==> config.mk <==
export PLATFORM = sky130hd
export DESIGN_NAME = nibble_add_seq
export DESIGN_NICKNAME = d
export VERILOG_FILES = /design/src/rtl/nibble_add_seq_pkg.sv /design/src/rtl/four_fulladd.sv /design/src/rtl/nibble_add_seq.sv
export SDC_FILE = /design/constraint.sdc
export NUM_CORES = 1
export LEC_CHECK = 0
export CAP_MARGIN = 20
export CORE_MARGIN = 4
export CORE_UTILIZATION = 40
export DETAILED_ROUTE_END_ITERATION = 6
export PLACE_DENSITY = 0.67
export SLEW_MARGIN = 20
export SYNTH_ARGS = -nofsm -noshare
export SYNTH_HDL_FRONTEND = slang
export SYNTH_SLANG_ARGS = --single-unit
==> constraint.sdc <==
create_clock -name clk -period 2.1 [get_ports clk]
set_input_delay 0.21 -clock clk [delete_from_list [all_inputs] [get_ports clk]]
set_output_delay 0.21 -clock clk [all_outputs]
set_load 0.03 [all_outputs]
==> src/rtl/nibble_add_seq_pkg.sv <==
// Purpose: shared FSM encodings and digit-width constants for the nibble-serial adder.
// Latency: n/a (definitions only).
// Backpressure: n/a (definitions only).
package nibble_add_seq_pkg;

    // Width of one digit handled by the shared adder per cycle.
    localparam int NIBBLE_W = 4;

    // Sequencer states; the fourth encoding is unused and recovers to IDLE.
    typedef enum logic [1:0] {
        ST_IDLE = 2'd0,
        ST_RUN  = 2'd1,
        ST_DONE = 2'd2
    } state_e;

    // Digit index width: one extra bit over clog2 so the counter never wraps.
    function automatic int idx_width(input int nibbles);
        return $clog2(nibbles) + 1;
    endfunction

endpackage : nibble_add_seq_pkg

==> src/rtl/four_fulladd.sv <==
// Purpose: 4-bit ripple-carry adder built from four full-adder cells.
// Latency: combinational, zero cycles.
// Backpressure: none; pure function of its inputs.
module four_fulladd (
    input  logic [3:0] a,
    input  logic [3:0] b,
    input  logic       cin,
    output logic       cout,
    output logic       s0,
    output logic       s1,
    output logic       s2,
    output logic       s3
);

    // Carry chain: c[0] is the carry-in, c[4] leaves the MSB cell.
    logic [4:0] c;

    assign c[0] = cin;

    assign s0   = a[0] ^ b[0] ^ c[0];
    assign c[1] = (a[0] & b[0]) | (a[0] & c[0]) | (b[0] & c[0]);

    assign s1   = a[1] ^ b[1] ^ c[1];
    assign c[2] = (a[1] & b[1]) | (a[1] & c[1]) | (b[1] & c[1]);

    assign s2   = a[2] ^ b[2] ^ c[2];
    assign c[3] = (a[2] & b[2]) | (a[2] & c[2]) | (b[2] & c[2]);

    assign s3   = a[3] ^ b[3] ^ c[3];
    assign c[4] = (a[3] & b[3]) | (a[3] & c[3]) | (b[3] & c[3]);

    assign cout = c[4];

endmodule : four_fulladd

==> src/rtl/nibble_add_seq.sv <==
// Purpose: adds two W-bit operands one nibble per cycle through a single four_fulladd (optional ovf via OVERFLOW_FLAG_EN).
// Latency: res_valid rises exactly NIBBLES clocks after the start handshake.
// Backpressure: result held in DONE until res_ready; start_ready only in IDLE, so operations never overlap.
module nibble_add_seq
    import nibble_add_seq_pkg::*;
#(
    parameter int NIBBLES = 4
) (
    input  logic                    clk,
    input  logic                    rst,
    input  logic                    start_valid,
    output logic                    start_ready,
    input  logic [4*NIBBLES-1:0]    a,
    input  logic [4*NIBBLES-1:0]    b,
    input  logic                    cin,
    output logic                    busy,
    output logic                    res_valid,
    input  logic                    res_ready,
    output logic [4*NIBBLES-1:0]    sum,
    output logic                    cout
`ifdef OVERFLOW_FLAG_EN
    ,
    output logic                    ovf
`endif
);

    localparam int W     = NIBBLE_W * NIBBLES;
    localparam int IDX_W = idx_width(NIBBLES);
    localparam logic [IDX_W-1:0] LAST_IDX = IDX_W'(NIBBLES - 1);

    state_e           state_q;
    state_e           state_d;

    logic [W-1:0]     a_sh;
    logic [W-1:0]     b_sh;
    logic [W-1:0]     sum_sh;
    logic [W-1:0]     sum_sh_nxt;
    logic             carry;
    logic [IDX_W-1:0] idx;

    logic             start_fire;
    logic             res_fire;
    logic             last_digit;

    logic [3:0]       add_nib;
    logic             add_cout;
    logic             add_s0;
    logic             add_s1;
    logic             add_s2;
    logic             add_s3;

`ifdef OVERFLOW_FLAG_EN
    // Operand sign bits captured at acceptance; the shift registers lose them.
    logic             a_msb;
    logic             b_msb;
`endif

    // The single shared 4-bit adder, fed from the low nibble of each shifter.
    four_fulladd u_add (
        .a    (a_sh[3:0]),
        .b    (b_sh[3:0]),
        .cin  (carry),
        .cout (add_cout),
        .s0   (add_s0),
        .s1   (add_s1),
        .s2   (add_s2),
        .s3   (add_s3)
    );

    assign add_nib = {add_s3, add_s2, add_s1, add_s0};

    // New digit enters at the MSB end; after NIBBLES shifts the LSB digit sits at bit 0.
    assign sum_sh_nxt = W'({add_nib, sum_sh} >> NIBBLE_W);

    assign start_ready = (state_q == ST_IDLE);
    assign busy        = (state_q != ST_IDLE);
    assign res_valid   = (state_q == ST_DONE);

    assign start_fire  = start_valid && start_ready;
    assign res_fire    = res_valid && res_ready;
    assign last_digit  = (idx == LAST_IDX);

    // State register.
    always_ff @(posedge clk) begin
        if (rst) begin
            state_q <= ST_IDLE;
        end else begin
            state_q <= state_d;
        end
    end

    // Next-state logic: accept in IDLE, count digits in RUN, wait for consumer in DONE.
    always_comb begin
        state_d = state_q;
        case (state_q)
            ST_IDLE: begin
                if (start_fire) begin
                    state_d = ST_RUN;
                end
            end
            ST_RUN: begin
                if (last_digit) begin
                    state_d = ST_DONE;
                end
            end
            ST_DONE: begin
                if (res_fire) begin
                    state_d = ST_IDLE;
                end
            end
            default: begin
                state_d = ST_IDLE;
            end
        endcase
    end

    // Operand shifters, carry and digit counter; load on accept, advance in RUN.
    always_ff @(posedge clk) begin
        if (rst) begin
            a_sh   <= '0;
            b_sh   <= '0;
            sum_sh <= '0;
            carry  <= 1'b0;
            idx    <= '0;
        end else begin
            case (state_q)
                ST_IDLE: begin
                    if (start_fire) begin
                        a_sh  <= a;
                        b_sh  <= b;
                        carry <= cin;
                        idx   <= '0;
                    end
                end
                ST_RUN: begin
                    a_sh   <= a_sh >> NIBBLE_W;
                    b_sh   <= b_sh >> NIBBLE_W;
                    sum_sh <= sum_sh_nxt;
                    carry  <= add_cout;
                    idx    <= idx + 1'b1;
                end
                default: begin
                end
            endcase
        end
    end

    // Result registers: written only on the last digit, otherwise held (also across IDLE).
    always_ff @(posedge clk) begin
        if (rst) begin
            sum  <= '0;
            cout <= 1'b0;
        end else if (state_q == ST_RUN && last_digit) begin
            sum  <= sum_sh_nxt;
            cout <= add_cout;
        end
    end

`ifdef OVERFLOW_FLAG_EN
    // Signed overflow: same-sign operands producing a result of the other sign.
    always_ff @(posedge clk) begin
        if (rst) begin
            a_msb <= 1'b0;
            b_msb <= 1'b0;
            ovf   <= 1'b0;
        end else if (start_fire) begin
            a_msb <= a[W-1];
            b_msb <= b[W-1];
        end else if (state_q == ST_RUN && last_digit) begin
            ovf   <= (a_msb == b_msb) && (sum_sh_nxt[W-1] != a_msb);
        end
    end
`endif

endmodule : nibble_add_seq

======== Yosys cells after proc, flatten, opt, wreduce, memory -nomap -nowiden ========
Cells that the tools add are included.
word-level totals
  bits in registers ....................... 71
  input port bits ......................... 37
  output and inout bits ................... 20
cells by class
  $add $sub $neg .......................... 1
  equality and inequality tests ........... 6
  multiplexer cells ....................... 12
  bitwise logic cells ..................... 28
  reductions and logical operators ........ 8
operators by type and width
  cell                   number
  $pmux W16 S2           2
  $mux W16               2
  $and A1 B1 Y1          12
  $or A1 B1 Y1           8
  $xor A1 B1 Y1          8
  $mux W2                3
  $pmux W2 S3            1
  $pmux W3 S2            1
  $ne A2 B1 Y1 const B   2
  $reduce_bool A2 Y1     2
  $add A3 B1 Y3 const B  1
  $eq A3 B2 Y1 const B   1
  $logic_and A1 B1 Y1    3
  $mux W3                1
  $reduce_and A3 Y1      1
  $eq A2 B1 Y1 const B   1
  $eq A2 B2 Y1 const B   1
  $logic_not A2 Y1       1
  $ne A2 B2 Y1 const B   1
  $pmux W1 S2            1
  $reduce_and A2 Y1      1
  $mux W1                1

======== Logic depth before layout (Yosys ltp) ========
Gate-level depths: netlist of the first run.
  word-level depth ........................ 13
  mapped depth ............................ 8
  mapped depth without buffers ............ 8

======== By module ========
Synthesis of the first run repeated with hierarchy kept, for this count alone.
second synthesis, totals
  cell total of the unflattened synthesis .. 307
  area, all modules ....................... 2778.9 um^2
by module, submodules not included
  module          times used  cells an instance  area each (um^2)  seq. area each (um^2)
  nibble_add_seq  1           293                2661.3            1341.3
  four_fulladd    1           14                 117.6             0.0

======== Worst setup path after synthesis of the first run ========
No wires, ideal clock.
  path kind ............................... reg2reg
  from .................................... reg a_sh[0]
  to ...................................... reg sum_sh[15]
  setup time .............................. 0.086 ns
  arrival ................................. 1.946 ns
  slack ................................... 0.068 ns
  cell stages (with the launch flop) ...... 9
  path buffers ............................ 0
  path through ............................ dfxtp_1 inv_1 fa_1 inv_1 fa_1 fa_1 inv_1 fa_1 a211oi_1
on the way
  word-level cells in the longest chain between the ends .. 10
  elaborated cells between the ends (all ways) .. 13
ends and longest elaborated chain
  element                         RTL line               source
  start: declaration              nibble_add_seq.sv:34   logic [W-1:0] a_sh;
  start signal: assignment        nibble_add_seq.sv:136  a_sh <= a_sh >> NIBBLE_W;
  $and A1 B1 Y1                   four_fulladd.sv:21     assign c[1] = (a[0] & b[0]) | (a[0] & c[0]) | (b[0] & c[0]);
  $or A1 B1 Y1 (*) (2 in series)  four_fulladd.sv:21
  $and A1 B1 Y1                   four_fulladd.sv:24     assign c[2] = (a[1] & b[1]) | (a[1] & c[1]) | (b[1] & c[1]);
  $or A1 B1 Y1                    four_fulladd.sv:24
  $or A1 B1 Y1 (*)                four_fulladd.sv:24
  $and A1 B1 Y1                   four_fulladd.sv:27     assign c[3] = (a[2] & b[2]) | (a[2] & c[2]) | (b[2] & c[2]);
  $or A1 B1 Y1                    four_fulladd.sv:27
  $or A1 B1 Y1 (*)                four_fulladd.sv:27
  $xor A1 B1 Y1 (*)               four_fulladd.sv:29     assign s3 = a[3] ^ b[3] ^ c[3];
  end signal: assignment          nibble_add_seq.sv:138  sum_sh <= sum_sh_nxt;
  end: declaration                nibble_add_seq.sv:36   logic [W-1:0] sum_sh;
Mark *: on every way between the ends. The rest lies on a longest branch, timed or not.
A chain may end at the register's enable or synchronous reset.

======== Final worst setup path of the first run ========
  from .................................... reg a_sh[0]
  to ...................................... reg sum[15]
on the way
  word-level cells in the longest chain between the ends .. 10
  elaborated cells between the ends (all ways) .. 13
ends and longest elaborated chain
  element                         RTL line               source
  $and A1 B1 Y1                   four_fulladd.sv:21
  $or A1 B1 Y1 (*) (2 in series)  four_fulladd.sv:21
  $and A1 B1 Y1                   four_fulladd.sv:24
  $or A1 B1 Y1                    four_fulladd.sv:24
  $or A1 B1 Y1 (*)                four_fulladd.sv:24
  $and A1 B1 Y1                   four_fulladd.sv:27
  $or A1 B1 Y1                    four_fulladd.sv:27
  $or A1 B1 Y1 (*)                four_fulladd.sv:27
  $xor A1 B1 Y1 (*)               four_fulladd.sv:29
  end signal: assignment          nibble_add_seq.sv:154  sum <= sum_sh_nxt;
  end: declaration                nibble_add_seq.sv:19   output logic [4*NIBBLES-1:0] sum,
Marked as above.

==> results.md, run 1 <==
- Worst Hold Class: in -> reg
- Die Y: 91.2 µm
- Worst stage delay on the critical path: 0.45 ns
- 1st-iter DRT viols: 102
- GRT overflow: 0
- Layout overhead on the synthesized area: 31.4%
- Final Slew Violations: 0
- Pre-CTS setup slack: -0.0513 ns
- Syn Inst Count: 317
- Pwr/cell area: 822 mW/mm²
- Largest net degree at the start of global routing: slightly below 70
- Hold path start: rst
- Sequence of cells on the critical path: inv_2 -> fa_2 -> inv_2 -> fa_2 -> fa_2 -> inv_2 -> fa_2 -> a211oi_2
- Num ports: between 50 and 60
- Cell Area, Synth: around 0.0028 mm²
- Vias/cell: 5.30
- H-tree depth: 3
- First-pass GRT wire length: 10300 µm
- Endpoint, Worst Hold: sum[5]$_SDFFE_PP0P_
- Starting Density: between 40 and 50%
- Max Cap Viol: 0
- Antenna violations before repair: 0
- Ys Warns: 0
- Max Freq: 0.484 GHz
- Peak supply drop: 0.000419 V
- Delay-heaviest family, CP: adder cells
- Share of cells above drive strength 1: a little under an eighth
- Critical path's most frequent cell: fa_2
- Setup CP Type: reg -> reg
- Req. time, crit path: 2.36 ns
- Placer Congestion: 0.786
- Post-route ant nets: 0
- Setup violators final: 0
- Total Routing Usage GR: 15.2%
- Synth Register Bits: 67
- WP data arrival: 2.32 ns
- R2r startpoint: a_sh[0]$_SDFFE_PP0P_
- Wire per inst: 13.7 µm
- # clock sinks: 67
- CTS Buf Count: 9
- Fin nets: 414
- Final setup TNS: 0 ns
- Leak: 1.30 nW
- Hold depth: 3
- Slowest cell on the critical path: fa_2
- Final Instance Area: 0.00364 mm²
- Area of the core: 0.00676 mm²
- Final Cycle Share: 98.3%
- Final worst clock skew: 0.00802 ns
- Hold Vio Cnt, Final: 0
- Syn nets: 360
- Die width: ~90 µm
- Seq/Total Area, Yosys: 48.4%
- Placed cell area: 0.00337 mm²
- Site Rows: 30
- Avg Cell Area, Syn: 8.74 µm²
- Residual DRC: 0
- CTS tree: done
- Fin crit period: 2.06 ns
- Reg-to-Reg End: sum[15]$_SDFFE_PP0P_
- RSZ-0062 raised after global routing: true
- Maximum buffer depth of the clock tree: 2
- CP startpoint kind: flip-flop
- Core Util, Final: 53.9%
- Worst-path clk slew: 0.07 ns
- Clock latency on the worst-skew pair: 0.34 ns
- Vias in the first global route: 2249
- Antenna diodes: 0
- R2r worst-path depth: 8
- Max Fanout on Critical Path: 2
- R2R Setup Slk: 0.04 ns
- Headroom to the max-slew limit: 60.6%
- Total Wirelength: 6230 µm
- Vias: roughly 2400
- Die ar.: 0.00832 mm²
- CTS root buf: clkbuf_8
- Fin worst setup slack: 0.0355 ns
- I/O Buffers: 56
- Critical Path End Type: flip-flop
- Outcome: completed
- Synth unique cells: 32
- Drt first pass iters: 4
- Buf+Inv Stages, Crit Path: 3
- Worst-margin pin slew: between 0.5 and 0.6 ns
- HPWL Detailed: 4260 µm
## through the flow
step | std cells | power, mW | hold WS (ns)
final | 456 | 2.99 | 0.351
after global placement | 439 | 1.79 | 0.442
after detailed placement | 439 | 1.80 | 0.448
after CTS | 455 | 3.00 | 0.333
after floorplan | 317 | 1.66 | 0.371
after global routing | 456 | 3.14 | 0.355
## synth_stat cells
cell type	instances	area [µm²]
a2111oi_2	1	15.0
buf_6	3	33.8
o21ai_0	6	30.0
a22oi_1	1	7.51
a21oi_1	30	150
nor2_1	46	173
nor3_2	1	10.0
nand2_1	48	180
and3b_1	1	8.76
nand3_1	5	25.0
o21bai_4	1	18.8
a32oi_1	3	26.3
a211oi_1	26	195
nand2b_1	2	12.5
nor2b_1	3	18.8
o21ba_2	1	10.0
dfxtp_1	67	1340
nor3b_1	1	7.51
o22ai_1	12	75.1
buf_1	2	7.51
inv_1	10	37.5
or2b_1	1	7.51
buf_2	8	40.0
fa_1	4	80.1
buf_4	7	52.6
a221oi_1	4	35.0
nand3b_1	1	7.51
o2bb2ai_1	12	105
a2bb2oi_1	1	8.76
ha_1	2	25.0
clkbuf_1	6	22.5
inv_2	1	3.75
## cells in the final DEF (no fill, tap or decap), types with 3 or more instances in the layout
cell type	Yosys	layout
dfxtp_1	67	66
clkdlybuf4s50_1	0	55
nand2_1	48	48
nor2_1	46	46
a21oi_1	30	30
a211oi_1	26	24
o2bb2ai_1	12	12
o22ai_1	12	12
buf_4	7	12
clkbuf_8	0	11
inv_1	10	6
o21ai_0	6	6
inv_2	1	5
nand3_1	5	5
a221oi_1	4	4
fa_2	0	4
nor2b_1	3	3
a32oi_1	3	3
## registers in the layout (all words and copies together) (netlist names)
signal   count
carry        1
idx          3
sum         16
a_sh        16
b_sh        16
state_q      2
sum_sh      12
cout         1
## metal layers
layer  wire length [µm]  vias up  global-route usage [%]
li1                   -     1212                       -
met1               2940     1138                    18.8
met3                269       12                    3.98
met2               2910       53                    25.0
met5                  0        -                       0
met4                111        0                    6.53
## final cells by class
type                            instances  area (µm²)
Inverter                               11        41.3
Sequential cell                        67        1340
Timing Repair Buffer                   69         666
Tap cell                               80         100
Clock inverter                          4        72.6
Fill cell                             660        3110
Clock buffer                           12         155
Multi-Input combinational cell        213        1260
## kinds of logic (layout without fill, tap and decap cells)
| group | Yosys count | after routing | share of synthesized area (%) |
|---|---|---|---|
| AOI/OAI and AO/OA | 98 | 98 | 24.4 |
| DFF | 67 | 67 | 48.4 |
| and+or+nand+nor | 109 | 109 | 16.3 |
| buffers and inverters | 37 | 96 | 7.13 |
| adders and majority gates | 6 | 6 | 3.79 |
## worst register-to-register path, delay by kind of cell (launching register included)
kind / cells / cell delay [ns]
buffers and inverters: 3 / 0.17
DFF: 1 / 0.32
AOI/OAI and AO/OA: 1 / 0.18
adders and majority gates: 4 / 1.32
## worst max-delay path by stage
stage | start | endpoint | slack (ns) | cells past startpoint
after detailed placement | b_sh[0]$_SDFFE_PP0P_ | sum[15]$_SDFFE_PP0P_ | -0.05 | 8
after global routing | b_sh[0]$_SDFFE_PP0P_ | sum[15]$_SDFFE_PP0P_ | -0.04 | 8
after floorplan | a_sh[0]$_SDFFE_PP0P_ | sum_sh[15]$_SDFFE_PP0P_ | 0.07 | 8
after CTS | a_sh[0]$_SDFFE_PP0P_ | carry$_SDFFE_PP0P_ | 0.01 | 8
after global placement | a_sh[0]$_SDFFE_PP0P_ | sum[15]$_SDFFE_PP0P_ | 0.002 | 8
final | a_sh[0]$_SDFFE_PP0P_ | sum[15]$_SDFFE_PP0P_ | 0.04 | 8
## report_power, final
group / total [mW] / internal, mW / switching, mW
Clock: 1.20 / 0.732 / 0.473
Sequential: 1.39 / 1.34 / 0.0429
Combinational: 0.403 / 0.197 / 0.206
## timing repair
action                     CTS  global route
resized for setup            4             8
setup endpoints to repair    2             3
pin swaps                    1             3
hold endpoints to repair     0             0
setup buffers                0             1
hold buffers                 0             0
Power figures use the tool's default switching activity.
==> run 2, diff against run 1 <==
- CORE_ASPECT_RATIO: not set -> 0.5
- GPL_TIMING_DRIVEN: not set -> 0
==> results.md, run 2 (synthesis gave the netlist of run 1 again) <==
- Critical Path End Type: flip-flop
- Net Sw Frac: 22.9% (-1.2 points)
- Worst Hold Class: in -> reg
- Final Total Pwr: 3.56 mW (+19%)
- Req. time, crit path: 2.35 ns (about the same)
- Share of cells above drive strength 1: 12.6% (+0.66 points)
- Fin nets: 426 (+2.9%)
- WP data arrival: 2.35 ns (+0.03 ns)
- Hold path start: rst
- Wire per inst: 15.2 µm (+11%)
- HPWL Detailed: 5160 µm (+21%)
- CTS tree: done
- Sw Pwr: 0.815 mW (+13%)
- Placed cell area: 0.00344 mm² (+1.9%)
- RSZ-0062 raised after global routing: true
- Outcome: completed
- Hold Vio Cnt, Final: 0 (unchanged)
- Fin crit period: 2.10 ns (+0.0353 ns)
- 1st-iter DRT viols: 147 (+44%)
- Combinational share of power: 12.0% (-1.5 points)
- Max Cap Viol: 0 (unchanged)
- Final Instance Area: 0.00382 mm² (+4.9%)
- # clock sinks: 67 (unchanged)
- CP startpoint kind: flip-flop
- Placer Congestion: 0.796 (+1.3%)
- Most frequent cells in the layout: dfxtp_1 (67), clkdlybuf4s50_1 (53), nand2_1 (48)
- Setup CP Type: reg -> reg
- Clock network power share: 48.9% (+8.7 points)
- Site Rows: 21 (-30%)
- H-tree depth: 3 (unchanged)
- Cts hold-fix bufs: 0 (unchanged)
- Vias/cell: 5.12 (-3.4%)
- Largest registers: a_sh: 16 flops, b_sh: 16 flops, sum: 16 flops
- Die width: 126 µm (+38%)
- Antenna violations before repair: 0 (unchanged)
- CTS Buf Count: 9 (unchanged)
- Peak supply drop: 0.000398 V (-5.0%)
- Final Slew Violations: 0 (unchanged)
- Worst-path clk slew: 0.06 ns (about the same)
- Vias in the first global route: 2389 (+6.2%)
- Drt first pass iters: 4 (unchanged)
- Area of the core: 0.00670 mm² (-0.83%)
- R2r startpoint: a_sh[0]$_SDFFE_PP0P_
- Headroom to the max-slew limit: 63.1% (+2.5 points)
- Setup violators final: 0 (unchanged)
- Pwr/cell area: 931 mW/mm² (+13%)
- Die ar.: 0.00841 mm² (+0.98%)
- CTS root buf: clkbuf_16
- Final Cycle Share: 100% (+1.7 points)
- Largest net degree at the start of global routing: 13 (-81%)
- Leak: 1.40 nW (+7.4%)
- Worst-margin pin slew: 0.554 ns (-0.0352 ns)
- Antenna diodes: 0 (unchanged)
- I/O Buffers: 55 (-1.8%)
- Vias: 2456 (+1.7%)
- Starting Density: 41.4% (+0.34 points)
- Final worst clock skew: 0.00498 ns (-0.00303 ns)
- Total Wirelength: 7270 µm (+17%)
- Maximum buffer depth of the clock tree: 2 (unchanged)
- Max Freq: 0.476 GHz (-1.7%)
- Residual DRC: 0 (unchanged)
- Most common cell after layout, fill and taps aside: dfxtp_1
- Setup Buffers After CTS: 0 (unchanged)
- P_int: 2.74 mW (+21%)
- Max Fanout on Critical Path: 2 (unchanged)
- Post-route ant nets: 0 (unchanged)
- Die Y: 66.9 µm (-27%)
- Clock latency on the worst-skew pair: 0.33 ns (about the same)
- GRT overflow: 0 (unchanged)
- Layout overhead on the synthesized area: 37.9%
- Worst Setup SP: a_sh[0]$_SDFFE_PP0P_
- Num ports: 57 (unchanged)
- Total Routing Usage GR: 18.1% (+2.9 points)
- Part of the power in registers: 39.2% (-7.1 points)
- First-pass GRT wire length: 11800 µm (+15%)
- R2R Setup Slk: 0.0001 ns (-0.04 ns)
[run 2: cell count changes in the layout (fill, tap and decap cells not counted), sizes merged]
| cell | previous run | this run |
|---|---|---|
| dlymetal6s2s | 0 | 1 |
| dlygate4sd2 | 0 | 1 |
| inv | 11 | 12 |
| bufinv | 2 | 3 |
| clkdlybuf4s50 | 55 | 53 |
| buf | 14 | 20 |
| clkbuf | 12 | 16 |
[run 2: repair_timing]
action	CTS	global route
endpoints found under the hold margin	0	0
pin swaps	3	4
setup endpoints to repair	3	5
resized for setup	9	4
gates cloned	0	0
[run 2: worst max-delay path: stages (launching register included)]
cell and delay, ns:
dfxtp_1 0.31, inv_2 0.06, fa_1 0.16, inv_1 0.05, fa_2 0.33, fa_2 0.35, inv_2 0.07, fa_2 0.46
a211oi_2 0.22
[run 2: power by group through the flow]
stage | registers, mW | clock network (mW) | logic (mW)
after floorplan | 1.40 | 0 | 0.258
after detailed placement | 1.42 | 0 | 0.405
after global routing | 1.40 | 1.84 | 0.465
after CTS | 1.39 | 1.78 | 0.418
after global placement | 1.41 | 0 | 0.396
final | 1.39 | 1.74 | 0.426
[run 2: final timing paths]
kind | endpoint | cells after the start
min reg2reg | sum[4]$_SDFFE_PP0P_ | 2
min | carry$_SDFFE_PP0P_ | 2
max reg2reg | sum[15]$_SDFFE_PP0P_ | 8
max | sum[15]$_SDFFE_PP0P_ | 8
[run 2: per-stage QoR]
stage                     util, %  cells  hold slack (ns)  worst slack (ns)  setup TNS, ns
final                        57.0    480            0.204          0.000127              0
after global routing         57.0    480            0.211           -0.0953         -0.128
after detailed placement     51.3    464            0.446           -0.0944         -0.167
after CTS                    56.8    480            0.186           -0.0262        -0.0284
after floorplan                 -    317            0.371            0.0684              0
after global placement       51.3    464            0.442           -0.0427        -0.0770
[run 2: final cells by class]
type / count / area, µm²
sequential: 67 / 1340
buffer: 26 / 156
tap: 92 / 115
fill: 611 / 2880
clock buffer: 10 / 239
timing repair buffer: 55 / 552
clock inverter: 6 / 111
multi-input combinational: 213 / 1260
inverter: 11 / 41.3
[run 2: metal layers]
layer	track usage (%)	part of all wire [%]	up-vias	wire, µm
met4	6.35	1.3	0	96
met1	22.6	46	1153	3380
met2	29.6	47	55	3430
li1	-	-	1239	-
met3	6.24	5.0	9	364
met5	0	0	-	0
